`src/rtl/interp_pkg.sv`:
```
// Shared types and constants for the 10x interpolator output path.
package interp_pkg;

  localparam int unsigned INTERP_RATIO = 10;
  localparam int unsigned SAMPLE_W     = 8;
  localparam int unsigned IDX_W        = 4;

  typedef logic [SAMPLE_W-1:0] sample_t;
  typedef logic [IDX_W-1:0]    idx_t;

  localparam sample_t IDLE_SAMPLE = 8'h80;

endpackage

```
`src/rtl/interp_hold_buffer_10x.sv`:
```
// Hold half of the hold/play double buffer: captures the ten parallel samples
// on end_stage and tracks whether an unplayed set is waiting.
module interp_hold_buffer_10x
  import interp_pkg::*;
#(
  parameter int unsigned WIDTH = SAMPLE_W
) (
  input  logic             clk,
  input  logic             reset,
  input  logic             tick_i,
  input  logic             capture_i,
  input  logic             transfer_i,
  input  logic [WIDTH-1:0] sample_i [INTERP_RATIO],
  output logic [WIDTH-1:0] hold_o   [INTERP_RATIO],
  output logic             hold_valid_o
);

  logic [WIDTH-1:0] hold_q [INTERP_RATIO];
  logic [WIDTH-1:0] hold_d [INTERP_RATIO];
  logic             hold_valid_q;
  logic             hold_valid_d;

  // Capture wins over transfer: a same-tick capture keeps hold_valid set.
  always_comb begin
    hold_d       = hold_q;
    hold_valid_d = hold_valid_q;
    if (tick_i) begin
      if (capture_i) begin
        hold_d       = sample_i;
        hold_valid_d = 1'b1;
      end else if (transfer_i) begin
        hold_valid_d = 1'b0;
      end
    end
  end

  // Sample bank carries no reset; only the valid flag does.
  always_ff @(posedge clk) begin
    hold_q <= hold_d;
    if (reset) hold_valid_q <= 1'b0;
    else       hold_valid_q <= hold_valid_d;
  end

  assign hold_o       = hold_q;
  assign hold_valid_o = hold_valid_q;

endmodule

```
`src/rtl/interp_serializer_10x.sv`:
```
// Replays the ten captured interpolator samples one per clk_en_10x tick
// during the base period after capture, with underrun/overrun reporting.
module interp_serializer_10x
  import interp_pkg::*;
#(
  parameter int unsigned      WIDTH      = SAMPLE_W,
  parameter logic [WIDTH-1:0] IDLE_VALUE = WIDTH'(IDLE_SAMPLE)
) (
  input  logic             clk,
  input  logic             reset,
  input  logic             clk_en,
  input  logic             clk_en_10x,
  input  logic             end_stage,
  input  logic [WIDTH-1:0] sample_y0,
  input  logic [WIDTH-1:0] sample_y1,
  input  logic [WIDTH-1:0] sample_y2,
  input  logic [WIDTH-1:0] sample_y3,
  input  logic [WIDTH-1:0] sample_y4,
  input  logic [WIDTH-1:0] sample_y5,
  input  logic [WIDTH-1:0] sample_y6,
  input  logic [WIDTH-1:0] sample_y7,
  input  logic [WIDTH-1:0] sample_y8,
  input  logic [WIDTH-1:0] sample_y9,
  output logic [WIDTH-1:0] sample_out,
  output logic             sample_valid,
  output logic             underrun,
  output logic             overrun
);

  logic             tick_c;
  logic             period_start_c;
  logic [WIDTH-1:0] sample_in_c [INTERP_RATIO];
  logic [WIDTH-1:0] hold_c      [INTERP_RATIO];
  logic             hold_valid_c;

  logic [WIDTH-1:0] play_q [INTERP_RATIO];
  logic [WIDTH-1:0] play_d [INTERP_RATIO];
  idx_t             idx_q, idx_d;
  logic             playing_q, playing_d;
  logic [WIDTH-1:0] sample_out_q, sample_out_d;
  logic             sample_valid_q, sample_valid_d;
  logic             underrun_q, underrun_d;
  logic             overrun_q, overrun_d;

  assign tick_c         = clk_en_10x;
  assign period_start_c = clk_en_10x & clk_en;

  assign sample_in_c[0] = sample_y0;
  assign sample_in_c[1] = sample_y1;
  assign sample_in_c[2] = sample_y2;
  assign sample_in_c[3] = sample_y3;
  assign sample_in_c[4] = sample_y4;
  assign sample_in_c[5] = sample_y5;
  assign sample_in_c[6] = sample_y6;
  assign sample_in_c[7] = sample_y7;
  assign sample_in_c[8] = sample_y8;
  assign sample_in_c[9] = sample_y9;

  interp_hold_buffer_10x #(
    .WIDTH (WIDTH)
  ) u_hold (
    .clk          (clk),
    .reset        (reset),
    .tick_i       (tick_c),
    .capture_i    (end_stage),
    .transfer_i   (period_start_c),
    .sample_i     (sample_in_c),
    .hold_o       (hold_c),
    .hold_valid_o (hold_valid_c)
  );

  // Play-side sequencing: load at period start, step per tick, flag exhaustion.
  always_comb begin
    play_d         = play_q;
    idx_d          = idx_q;
    playing_d      = playing_q;
    sample_out_d   = sample_out_q;
    sample_valid_d = sample_valid_q;
    underrun_d     = 1'b0;
    overrun_d      = 1'b0;
    if (tick_c) begin
      if (period_start_c) begin
        if (hold_valid_c) begin
          play_d         = hold_c;
          sample_out_d   = hold_c[0];
          idx_d          = idx_t'(1);
          playing_d      = 1'b1;
          sample_valid_d = 1'b1;
        end else begin
          sample_out_d   = IDLE_VALUE;
          sample_valid_d = 1'b0;
          playing_d      = 1'b0;
          idx_d          = '0;
          underrun_d     = 1'b1;
        end
      end else if (playing_q) begin
        if (idx_q == idx_t'(INTERP_RATIO)) begin
          sample_out_d   = IDLE_VALUE;
          sample_valid_d = 1'b0;
          playing_d      = 1'b0;
          overrun_d      = 1'b1;
        end else begin
          sample_out_d = play_q[idx_q];
          idx_d        = idx_q + idx_t'(1);
        end
      end else begin
        sample_out_d   = IDLE_VALUE;
        sample_valid_d = 1'b0;
      end
    end
  end

  // Play buffer is data-only; control and outputs reset to idle.
  always_ff @(posedge clk) begin
    play_q <= play_d;
    if (reset) begin
      idx_q          <= '0;
      playing_q      <= 1'b0;
      sample_out_q   <= IDLE_VALUE;
      sample_valid_q <= 1'b0;
      underrun_q     <= 1'b0;
      overrun_q      <= 1'b0;
    end else begin
      idx_q          <= idx_d;
      playing_q      <= playing_d;
      sample_out_q   <= sample_out_d;
      sample_valid_q <= sample_valid_d;
      underrun_q     <= underrun_d;
      overrun_q      <= overrun_d;
    end
  end

  assign sample_out   = sample_out_q;
  assign sample_valid = sample_valid_q;
  assign underrun     = underrun_q;
  assign overrun      = overrun_q;

endmodule

```
`config.mk`:
```
export PLATFORM = sky130hd
export DESIGN_NAME = interp_serializer_10x
export DESIGN_NICKNAME = d
export VERILOG_FILES = /design/src/rtl/interp_pkg.sv /design/src/rtl/interp_hold_buffer_10x.sv /design/src/rtl/interp_serializer_10x.sv
export SDC_FILE = /design/constraint.sdc
export NUM_CORES = 1
export LEC_CHECK = 0
export BUFFER_PORTS_ARGS = -buffer_cell sky130_fd_sc_hd__buf_2
export CORE_UTILIZATION = 60
export CTS_CLUSTER_DIAMETER = 30
export DETAILED_ROUTE_END_ITERATION = 6
export PLACE_DENSITY = 0.94
export SYNTH_ARGS = -nofsm -noshare
export SYNTH_HDL_FRONTEND = slang
export SYNTH_SLANG_ARGS = --single-unit
```
`constraint.sdc`:
```
create_clock -name clk -period 4.8 [get_ports clk]
set_clock_uncertainty 0.15 [all_clocks]
set_input_delay 0.72 -clock clk [delete_from_list [all_inputs] [get_ports clk]]
set_output_delay 0.72 -clock clk [all_outputs]
set_load 0.01 [all_outputs]
```
==> results.py <==
metrics = {
    "logic_synthesis": {
        "yosys-top-cells-area": "edfxtp_1 77%, dfxtp_1 5.4%, mux2i_1 4.9%",
        "yosysUniqueCellTypes": 37,
        "yosys_warnings": 0,
        "seq_area_frac_synth_pct": 81.9,
        "synthTopCellsByCount": "160 x edfxtp_1, 31 x mux2i_1, 17 x dfxtp_1",
        "synth_enable_flop_cells": 160,
        "ys.flop_type": "edfxtp_1",
        "netlist_area_um2": 6280,
        "ys_ff_latch": 177,
        "yosysMostFrequentCell": "edfxtp_1",
        "yosys.area.top_type": "edfxtp_1",
        "syn_inst": 327,
        "postSynthAreaPerCell_um2": 19.2,
        "synthDominantCellAreaShare_pct": 76.5,
        "synthArstFlopShare_pct": 0,
        "syn_nets": 414,
    },
    "critical_path": {
        "start_kind": "input pin",
        "crit_type": "in2reg",
        "crit_path_max_fanout": 70,
        "cp-end-kind": "flop",
        "required_ns": 4.92,
        "arrival_ns": 2.59,
    },
    "drt": {
        "wl_per_cell_um": 18.9,
        "drc_errors": 0,
        "vias": 3255,
        "drt-initial-drc-count": 185,
        "routed_wl_um": 10900,
        "first_pass_iters": 5,
        "drt.antenna.violating_nets": 0,
        "via_per_inst": 5.65,
    },
    "global_route": {
        "grt_max_degree": 82,
        "grt_pass1_vias": 3240,
        "grt_pass1_wl_um": 16800,
        "grt_usage_pct": 21.4,
        "antenna_found_initial": 0,
        "overflow": 0,
    },
    "clock_network": {
        "cts_root_buffer": "clkbuf_8",
        "path_clk_slew_ns": 0.07,
        "clock-sinks": 177,
        "insertion_delay_ns": 0.54,
        "cts_hold_buffers": 0,
        "numCtsBuffers": 17,
        "cts_setup_buffers": 0,
        "htree_levels": 4,
        "cts_resized": 0,
        "clockBufferDepth": 2,
        "cts_tree": "done",
    },
    "sta": {
        "finalSetupViolCount": 0,
        "hold_viol_final": 0,
        "fin_crit_sh_pct": 51.4,
        "clock.fmax_ghz": 0.405,
        "fin_crit_ns": 2.47,
        "slew-limit-headroom_pct": 25.6,
        "rsz0062_at_grt": "false",
        "slew_viol_final": 0,
        "setup_tns_ns": 0,
        "worst_pin_slew_ns": 1.12,
    },
    "die": {
        "start_util_pct": 63.1,
        "core-area_um2": 9950,
        "pin_count": 96,
        "row_count": 36,
        "die_area_um2": 10900,
        "die_width_um": 104,
        "die_y_um": 104,
    },
    "place": {
        "io_buffers": 95,
        "placed_area_um2": 6850,
        "dp_hpwl_um": 6980,
        "place_congestion": 0.897,
    },
    "cells_and_area": {
        "num_antenna_cells": 0,
        "drive_gt1_share_pct": 33.0,
        "area_growth_pct": 18.5,
        "finish.instance_area_um2": 7440,
        "fin_nets": 517,
    },
    "power_and_ir_drop": {
        "leakage_uw": 0.00257,
        "powerDensity_nw_per_um2": 438,
        "ir_worst_vdd_v": 0.000400,
    },
    "outcome": {
        "status": "completed",
    },
    "worst_hold_path": {
        "holdCritPathClass": "in2reg",
    },
    "job": {
        "cap_violations": 0,
    },
}
[power breakdown]
group | switching (uW) | total, uW | internal, uW
Sequential | 28.3 | 1780 | 1750
Combinational | 64.5 | 116 | 51.9
Clock | 599 | 1360 | 762
Total | 692 | 3260 | 2570
[critical path, cell delays in order]
cell and delay (ns):
buf_2 0.19, nand3_1 0.21, clkinv_2 0.89, buf_4 0.57
[flip-flops by register name (all words and copies together), names as in the netlist]
signal               cells
sample_valid             1
overrun                  1
u_hold.hold_valid_o      1
idx_q                    4
playing_q                1
u_hold.hold_o           80
play_q                  80
underrun                 1
sample_out               8
[metal layers]
metal	up-vias	share of wire [%]	track usage (%)
li1	1494	-	-
met1	1636	41	25.5
met2	109	53	35.6
met3	16	5.0	6.27
met4	0	1.7	10.6
met5	-	0	0
[final cells by class]
cell class / count / area [um2]
flip-flops and latches: 177 / 5150
fillers: 558 / 2510
multi-input cells: 134 / 1030
repair buffers: 97 / 490
clock buffers: 19 / 422
clock inverters: 13 / 169
well taps: 133 / 166
inverters: 3 / 12.5
[path summary, 6_finish.rpt]
| check | from | endpoint | slack (ns) | cells after the start |
|---|---|---|---|---|
| max reg2reg | u_hold.hold_valid_o | play_q[7] | 2.44 | 3 |
| min reg2reg | u_hold.hold_o[22] | play_q[22] | 0.27 | 0 |
| min | sample_y9[4] | u_hold.hold_o[4] | 0.20 | 1 |
| max | clk_en_10x | play_q[7] | 2.33 | 4 |
[cell usage in the layout (no fill, tap or decap), types with 2 or more instances in the layout]
cell        netlist  layout
clkinv_4          0       2
bufinv_16         0       2
ha_1              2       2
xor2_1            2       2
a311oi_2          4       4
dfxtp_1          17      16
clkbuf_1          5       2
buf_2             0      95
nand2_1           8       8
nor3_1            3       3
edfxtp_1        160     160
nor2b_1           2       2
inv_6             0       3
mux2i_1          31      31
o21ai_0           3       3
clkbuf_16         0      16
nand2b_1          2       2
nor2_1           13      13
a21oi_1          14      14
buf_4             3       2
inv_8             0       3
a22oi_1          14      14
clkinvlp_4        0       2
nand3_1           9       9
and2_1            3       2
a311oi_1          4       4
mux2_2            7       7
[cells by family (layout without fill, tap and decap cells)]
logic type      after synthesis  count (layout)  share of synthesized area [%]
simple gates                 47              47                           4.03
compound gates               44              44                           5.18
xor+xnor                      2               2                          0.279
buf+inv                      16             132                           1.61
mux                          39              39                           6.56
fa+ha+maj                     2               2                          0.399
flops                       177             177                           81.9
[metrics by stage]
stage	instances	utilization (%)	setup WS, ns	power [uW]	hold slack (ns)
2_1_floorplan	327	-	1.29	1870	0.250
3_3_place_gp	544	68.8	1.91	1920	0.250
3_5_place_dp	544	68.8	1.75	1930	0.255
4_1_cts	576	74.7	2.32	3280	0.176
5_1_grt	576	74.7	2.19	3350	0.176
6_report	576	74.7	2.33	3260	0.202
Note: power is estimated with default switching activity, not from simulation.
